`config.mk`:
```
export PLATFORM = sky130hd
export DESIGN_NAME = spi_rx
export DESIGN_NICKNAME = d
export VERILOG_FILES = /design/src/rtl/spi_rx.sv
export SDC_FILE = /design/constraint.sdc
export NUM_CORES = 1
export LEC_CHECK = 0
export CAP_MARGIN = 10
export CORE_UTILIZATION = 45
export CTS_CLUSTER_DIAMETER = 40
export DETAILED_ROUTE_END_ITERATION = 16
export PLACE_DENSITY = 0.74
export REMOVE_ABC_BUFFERS = 1
export SLEW_MARGIN = 20
export SYNTH_ARGS = -nofsm -noshare
export SYNTH_HDL_FRONTEND = slang
export SYNTH_SLANG_ARGS = --single-unit
```
`constraint.sdc`:
```
create_clock -name clk -period 6.2 [get_ports clk]
set_input_delay 1.24 -clock clk [delete_from_list [all_inputs] [get_ports clk]]
set_output_delay 1.24 -clock clk [all_outputs]
set_load 0.005 [all_outputs]
```
`src/rtl/spi_rx.sv`:
```
// SPI mode-0 receive-only slave with a byte RX FIFO, exposed through a simple
// select/ready register bus (CTRL, STATUS, DATA) and a level interrupt.
module spi_rx #(
  parameter int unsigned FIFO_DEPTH = 4
) (
  input  logic        clk,
  input  logic        reset,
  input  logic        select,
  input  logic [3:0]  wstrb,
  input  logic [3:0]  addr,
  input  logic [31:0] data_i,
  output logic        ready,
  output logic [31:0] data_o,
  input  logic        spi_cs,
  input  logic        spi_clk,
  input  logic        spi_mosi,
  output logic        irq
);

  localparam int unsigned AW = $clog2(FIFO_DEPTH);
  localparam logic [AW:0] LP_DEPTH = FIFO_DEPTH[AW:0];

  typedef enum logic {IDLE, SHIFT} state_t;

  state_t      r_state;
  logic [2:0]  r_bitcnt;
  logic [7:0]  r_shift;
  logic        r_cs_s1, r_cs_s2, r_cs_q;
  logic        r_sck_s1, r_sck_s2, r_sck_q;
  logic        r_mosi_s1, r_mosi_s2;
  logic        r_sel_q, r_ready, r_irq;
  logic [31:0] r_data_o;
  logic        r_req_pop, r_req_ctrl, r_req_stat;
  logic [2:0]  r_req_wd;
  logic        r_en, r_irqen, r_ovr;
  logic [7:0]  r_mem [FIFO_DEPTH];
  logic [AW-1:0] r_wptr, r_rptr;
  logic [AW:0] r_count;

  logic        w_cs_fall, w_sck_rise, w_start, w_is_rd, w_is_wr;
  logic        w_push, w_pop, w_full, w_nempty, w_wr_en, w_ovr_set, w_ovr_clr;
  logic [7:0]  w_shift_nxt;
  logic [4:0]  w_count5;
  logic [31:0] w_rdata;
  logic        w_unused;

  assign w_unused = ^{data_i[31:3], addr[1:0]};

  always_ff @(posedge clk) begin
    if (reset) begin
      r_cs_s1   <= 1'b1;
      r_cs_s2   <= 1'b1;
      r_cs_q    <= 1'b1;
      r_sck_s1  <= 1'b0;
      r_sck_s2  <= 1'b0;
      r_sck_q   <= 1'b0;
      r_mosi_s1 <= 1'b0;
      r_mosi_s2 <= 1'b0;
    end else begin
      r_cs_s1   <= spi_cs;
      r_cs_s2   <= r_cs_s1;
      r_cs_q    <= r_cs_s2;
      r_sck_s1  <= spi_clk;
      r_sck_s2  <= r_sck_s1;
      r_sck_q   <= r_sck_s2;
      r_mosi_s1 <= spi_mosi;
      r_mosi_s2 <= r_mosi_s1;
    end
  end

  assign w_cs_fall   = r_cs_q & ~r_cs_s2;
  assign w_sck_rise  = r_sck_s2 & ~r_sck_q;
  assign w_shift_nxt = {r_shift[6:0], r_mosi_s2};
  assign w_push      = (r_state == SHIFT) & ~r_cs_s2 & r_en & w_sck_rise & (r_bitcnt == 3'd7);

  always_ff @(posedge clk) begin
    if (reset) begin
      r_state  <= IDLE;
      r_bitcnt <= '0;
      r_shift  <= '0;
    end else begin
      case (r_state)
        IDLE: if (w_cs_fall && r_en) begin
          r_state  <= SHIFT;
          r_bitcnt <= '0;
          r_shift  <= '0;
        end
        SHIFT: if (r_cs_s2 || !r_en) begin
          r_state <= IDLE;
        end else if (w_sck_rise) begin
          r_shift  <= w_shift_nxt;
          r_bitcnt <= r_bitcnt + 3'd1;
        end
        default: r_state <= IDLE;
      endcase
    end
  end

  assign w_start  = select & ~r_sel_q;
  assign w_is_rd  = (wstrb == 4'b0000);
  assign w_is_wr  = wstrb[0];
  assign w_nempty = (r_count != '0);
  assign w_full   = (r_count == LP_DEPTH);
  assign w_count5 = 5'(r_count);

  always_comb begin
    w_rdata = '0;
    case (addr[3:2])
      2'd0:    w_rdata[1:0] = {r_irqen, r_en};
      2'd1:    w_rdata[8:0] = {w_count5, 1'b0, r_ovr, w_full, w_nempty};
      2'd2:    w_rdata[7:0] = w_nempty ? r_mem[r_rptr] : 8'h00;
      default: w_rdata = '0;
    endcase
  end

  // Read data is captured at select's first cycle; the pop and register writes
  // are deferred to the ready cycle so their side effects line up with ready.
  always_ff @(posedge clk) begin
    if (reset) begin
      r_sel_q    <= 1'b0;
      r_ready    <= 1'b0;
      r_data_o   <= '0;
      r_req_pop  <= 1'b0;
      r_req_ctrl <= 1'b0;
      r_req_stat <= 1'b0;
      r_req_wd   <= '0;
    end else begin
      r_sel_q    <= select;
      r_ready    <= w_start;
      r_data_o   <= (w_start && w_is_rd) ? w_rdata : '0;
      r_req_pop  <= w_start & w_is_rd & (addr[3:2] == 2'd2) & w_nempty;
      r_req_ctrl <= w_start & w_is_wr & (addr[3:2] == 2'd0);
      r_req_stat <= w_start & w_is_wr & (addr[3:2] == 2'd1);
      r_req_wd   <= data_i[2:0];
    end
  end

  assign w_pop     = r_req_pop;
  assign w_wr_en   = w_push & (~w_full | w_pop);
  assign w_ovr_set = w_push & w_full & ~w_pop;
  assign w_ovr_clr = r_req_stat & r_req_wd[2];

  always_ff @(posedge clk) begin
    if (!reset && w_wr_en) r_mem[r_wptr] <= w_shift_nxt;
  end

  always_ff @(posedge clk) begin
    if (reset) begin
      r_wptr  <= '0;
      r_rptr  <= '0;
      r_count <= '0;
      r_ovr   <= 1'b0;
      r_en    <= 1'b0;
      r_irqen <= 1'b0;
      r_irq   <= 1'b0;
    end else begin
      if (w_wr_en) r_wptr <= r_wptr + 1'b1;
      if (w_pop)   r_rptr <= r_rptr + 1'b1;
      case ({w_wr_en, w_pop})
        2'b10:   r_count <= r_count + 1'b1;
        2'b01:   r_count <= r_count - 1'b1;
        default: r_count <= r_count;
      endcase
      r_ovr <= w_ovr_set | (r_ovr & ~w_ovr_clr);
      if (r_req_ctrl) begin
        r_en    <= r_req_wd[0];
        r_irqen <= r_req_wd[1];
      end
      r_irq <= r_irqen & (w_nempty | r_ovr);
    end
  end

  assign ready  = r_ready;
  assign data_o = r_data_o;
  assign irq    = r_irq;

endmodule

```
==> results.sh <==
export IMPL_status="complete, no violations"
export IMPL_worst_endpoint_arrival_ns=3.36
export IMPL_die_h_um=86.6
export IMPL_nFillCells=585
export IMPL_clk_pin_slew_ns=0.08
export IMPL_synth_seq_area_share_pct=59.7
export IMPL_setup_viol=0
export IMPL_drt_antenna_violating_nets=0
export IMPL_slowest_delay_ns=0.92
export IMPL_fin_crit_sh_pct=49.7
export IMPL_path_buf_inv=1
export IMPL_p_leak_nw=1.33
export IMPL_num_nets_final=340
export IMPL_cts_buffers=9
export IMPL_cts_setup_buffers=0
export IMPL_cpMaxStageDelayCell="clkdlybuf4s50_1"
export IMPL_grt_ovfl_total=0
export IMPL_power_uw=974
export IMPL_cp_required_ns=6.48
export IMPL_grt_util_met3_pct=3.24
export IMPL_postSynthCellCount=255
export IMPL_vias=1791
export IMPL_dieArea_mm2=0.00750
export IMPL_layout_drive_gt1_share_pct=11.1
export IMPL_criticalPathCategory="input pin to flop"
export IMPL_clock_latency_ns=0.35
export IMPL_cts_buffer_depth=2
export IMPL_cts_tree="built"
export IMPL_cts_resized=0
export IMPL_ys_flop_type="dfxtp_1"
export IMPL_ys_seq_elements=80
export IMPL_tightest_slew_ns=0.973
export IMPL_synth_edf_count=32
export IMPL_cts_htree_levels=3
export IMPL_max_freq_mhz=325
export IMPL_power_density_mw_per_mm2=265
export IMPL_antenna_cells=0
export IMPL_fin_util_pct=53.5
export IMPL_ios=80
export IMPL_use_met2_pct=23.6
export IMPL_busiest_layer="met2"
export IMPL_multi_input_area_mm2=0.00114
export IMPL_endpoint_kind="flop"
export IMPL_grt_usage_pct=14.6
export IMPL_maxCapViolCount=0
export IMPL_port_buffers=24
export IMPL_cts_root_buf="clkbuf_8"
export IMPL_area_delta_synth_final_pct=14.1
export IMPL_drt_iter0_drc=66
export IMPL_grt_pass1_vias=1648
export IMPL_cts_sinks=80
export IMPL_finClkSkew_ns=0.0106
export IMPL_hold_path_class="flop to flop"
export IMPL_ys_warn_count=0
export IMPL_grt_first_pass_wirelength_mm=8.08
export IMPL_initial_core_util_pct=46.9
export IMPL_worst_path_dominant_cell_family="simple AND/OR/NAND/NOR gates"
export IMPL_post_route_min_period_ns=3.08
export IMPL_path_cells="clkdlybuf4s50_1 -> nor3b_2 -> nand2_1 -> or3_1 -> nor2b_1"
export IMPL_seqCellArea_mm2=0.00192
export IMPL_slew_headroom_pct=34.9
export IMPL_antenna_found_initial=0
export IMPL_grt_use_met1_pct=18.2
export IMPL_totalWireLength_mm=4.97
export IMPL_slew_viol_final=0
export IMPL_fp_coreArea_mm2=0.00687
export IMPL_syn_area_mm2=0.00322
export IMPL_die_width_um=86.6
export IMPL_finalHoldViolCount=0
export IMPL_ir_worst_vdd_v=0.0000985
export IMPL_synthArstFlopShare_pct=0
export IMPL_tns_ns=0
export IMPL_postSynthAreaPerCell_um2=12.6
export IMPL_grt_start_max_net_pins=23
export IMPL_wire_per_inst_um=13.0
export IMPL_cp_start_kind="input pin"
export IMPL_via_per_inst=4.68
export IMPL_gp_congestion=0.718
export IMPL_rsz0062_at_grt="no"
export IMPL_floorplan_rows=30
export IMPL_crit_fanout=22
export IMPL_drcViolationCount=0
export IMPL_dr_pass1_iters=4
export IMPL_place_hpwl_mm=3.44
export IMPL_holdWs_ns=0.418
export IMPL_cts_hold_repair_buffers=0
export IMPL_ys_types=39
[logic make-up after synthesis]
group | after synthesis | synth area share [%]
other cells | 1 | 0.116
xor+xnor | 5 | 1.36
simple gates | 80 | 13.5
fa+ha+maj | 12 | 4.89
compound gates | 15 | 3.42
buf+inv | 41 | 7.77
mux | 21 | 9.28
flops | 80 | 59.7
[sequential cells by signal, summed over array words and instances (netlist names), 2 cells and up, named ones only]
| signal | count |
|---|---|
| r_mem | 32 |
| r_wptr | 2 |
| data_o | 8 |
| r_bitcnt | 3 |
| r_count | 3 |
| r_rptr | 2 |
| r_shift | 7 |
| r_req_wd | 3 |
[worst paths after layout]
kind	from	to	slack (ns)	depth (start not counted)
min	r_cs_s1	r_cs_s2	0.42	1
max	reset	data_o[7]	3.12	5
min reg2reg	r_cs_s1	r_cs_s2	0.42	1
max reg2reg	r_count[0]	r_count[2]	3.66	8
[per-stage QoR]
step | cell area [um2] | worst slack (ns) | instances
after detailed placement | 3460 | 2.74 | 367
after floorplan | 3090 | 3.89 | 245
after global routing | 3680 | 2.94 | 383
final | 3680 | 3.12 | 383
after CTS | 3680 | 3.11 | 383
after global placement | 3460 | 2.84 | 367
[Yosys cell counts, types with 4 or more instances]
library cell	n	share of area, %
buf_2	5	0.78
a32o_1	4	1.2
nor2_1	25	2.9
mux2i_1	13	4.0
a21oi_1	4	0.62
dfxtp_1	48	30
clkbuf_1	4	0.47
edfxtp_1	32	30
nor2b_1	12	2.3
and2_1	12	2.3
inv_1	8	0.93
ha_1	11	4.3
buf_4	24	5.6
mux4_2	7	4.9
nand2_1	7	0.82
[final cells by class]
cell class | count | share of cell area, %
multi-input combinational | 157 | 30.9
timing repair buffer | 26 | 6.94
inverter | 8 | 0.817
clock inverter | 5 | 1.40
tap | 96 | 3.27
clock buffer | 11 | 4.42
sequential | 80 | 52.3
[layer usage]
layer | up-vias | share of wire (%)
li1 | 882 | -
met1 | 848 | 46
met2 | 50 | 48
met3 | 11 | 3.9
met4 | 0 | 2.1
met5 | - | 0
[cells in the final DEF, fill, tap and decap left out, drive strengths merged, types with 2 or more instances in the layout]
cell | Yosys | routed
or3 | 3 | 3
or2 | 3 | 3
mux4 | 7 | 7
and2 | 12 | 12
mux2i | 13 | 13
buf | 29 | 2
clkinv | 0 | 3
edfxtp | 32 | 32
clkbuf | 4 | 11
nor2 | 26 | 26
dfxtp | 48 | 48
xor2 | 3 | 3
a32o | 4 | 4
clkdlybuf4s50 | 0 | 24
nor3b | 3 | 3
ha | 11 | 11
inv | 8 | 9
nand2 | 7 | 7
o21ai | 2 | 2
conb | 1 | 24
and3 | 2 | 2
nor2b | 12 | 12
nand2b | 3 | 3
nand3 | 2 | 2
a211oi | 2 | 2
nor3 | 2 | 2
xnor2 | 2 | 2
a21oi | 4 | 4
[power by group]
part / switching (mW) / internal, mW
logic: 0.0135 / 0.0135
registers: 0.00161 / 0.546
clock network: 0.179 / 0.220
total: 0.194 / 0.780
(Power assumes the default switching activity.)
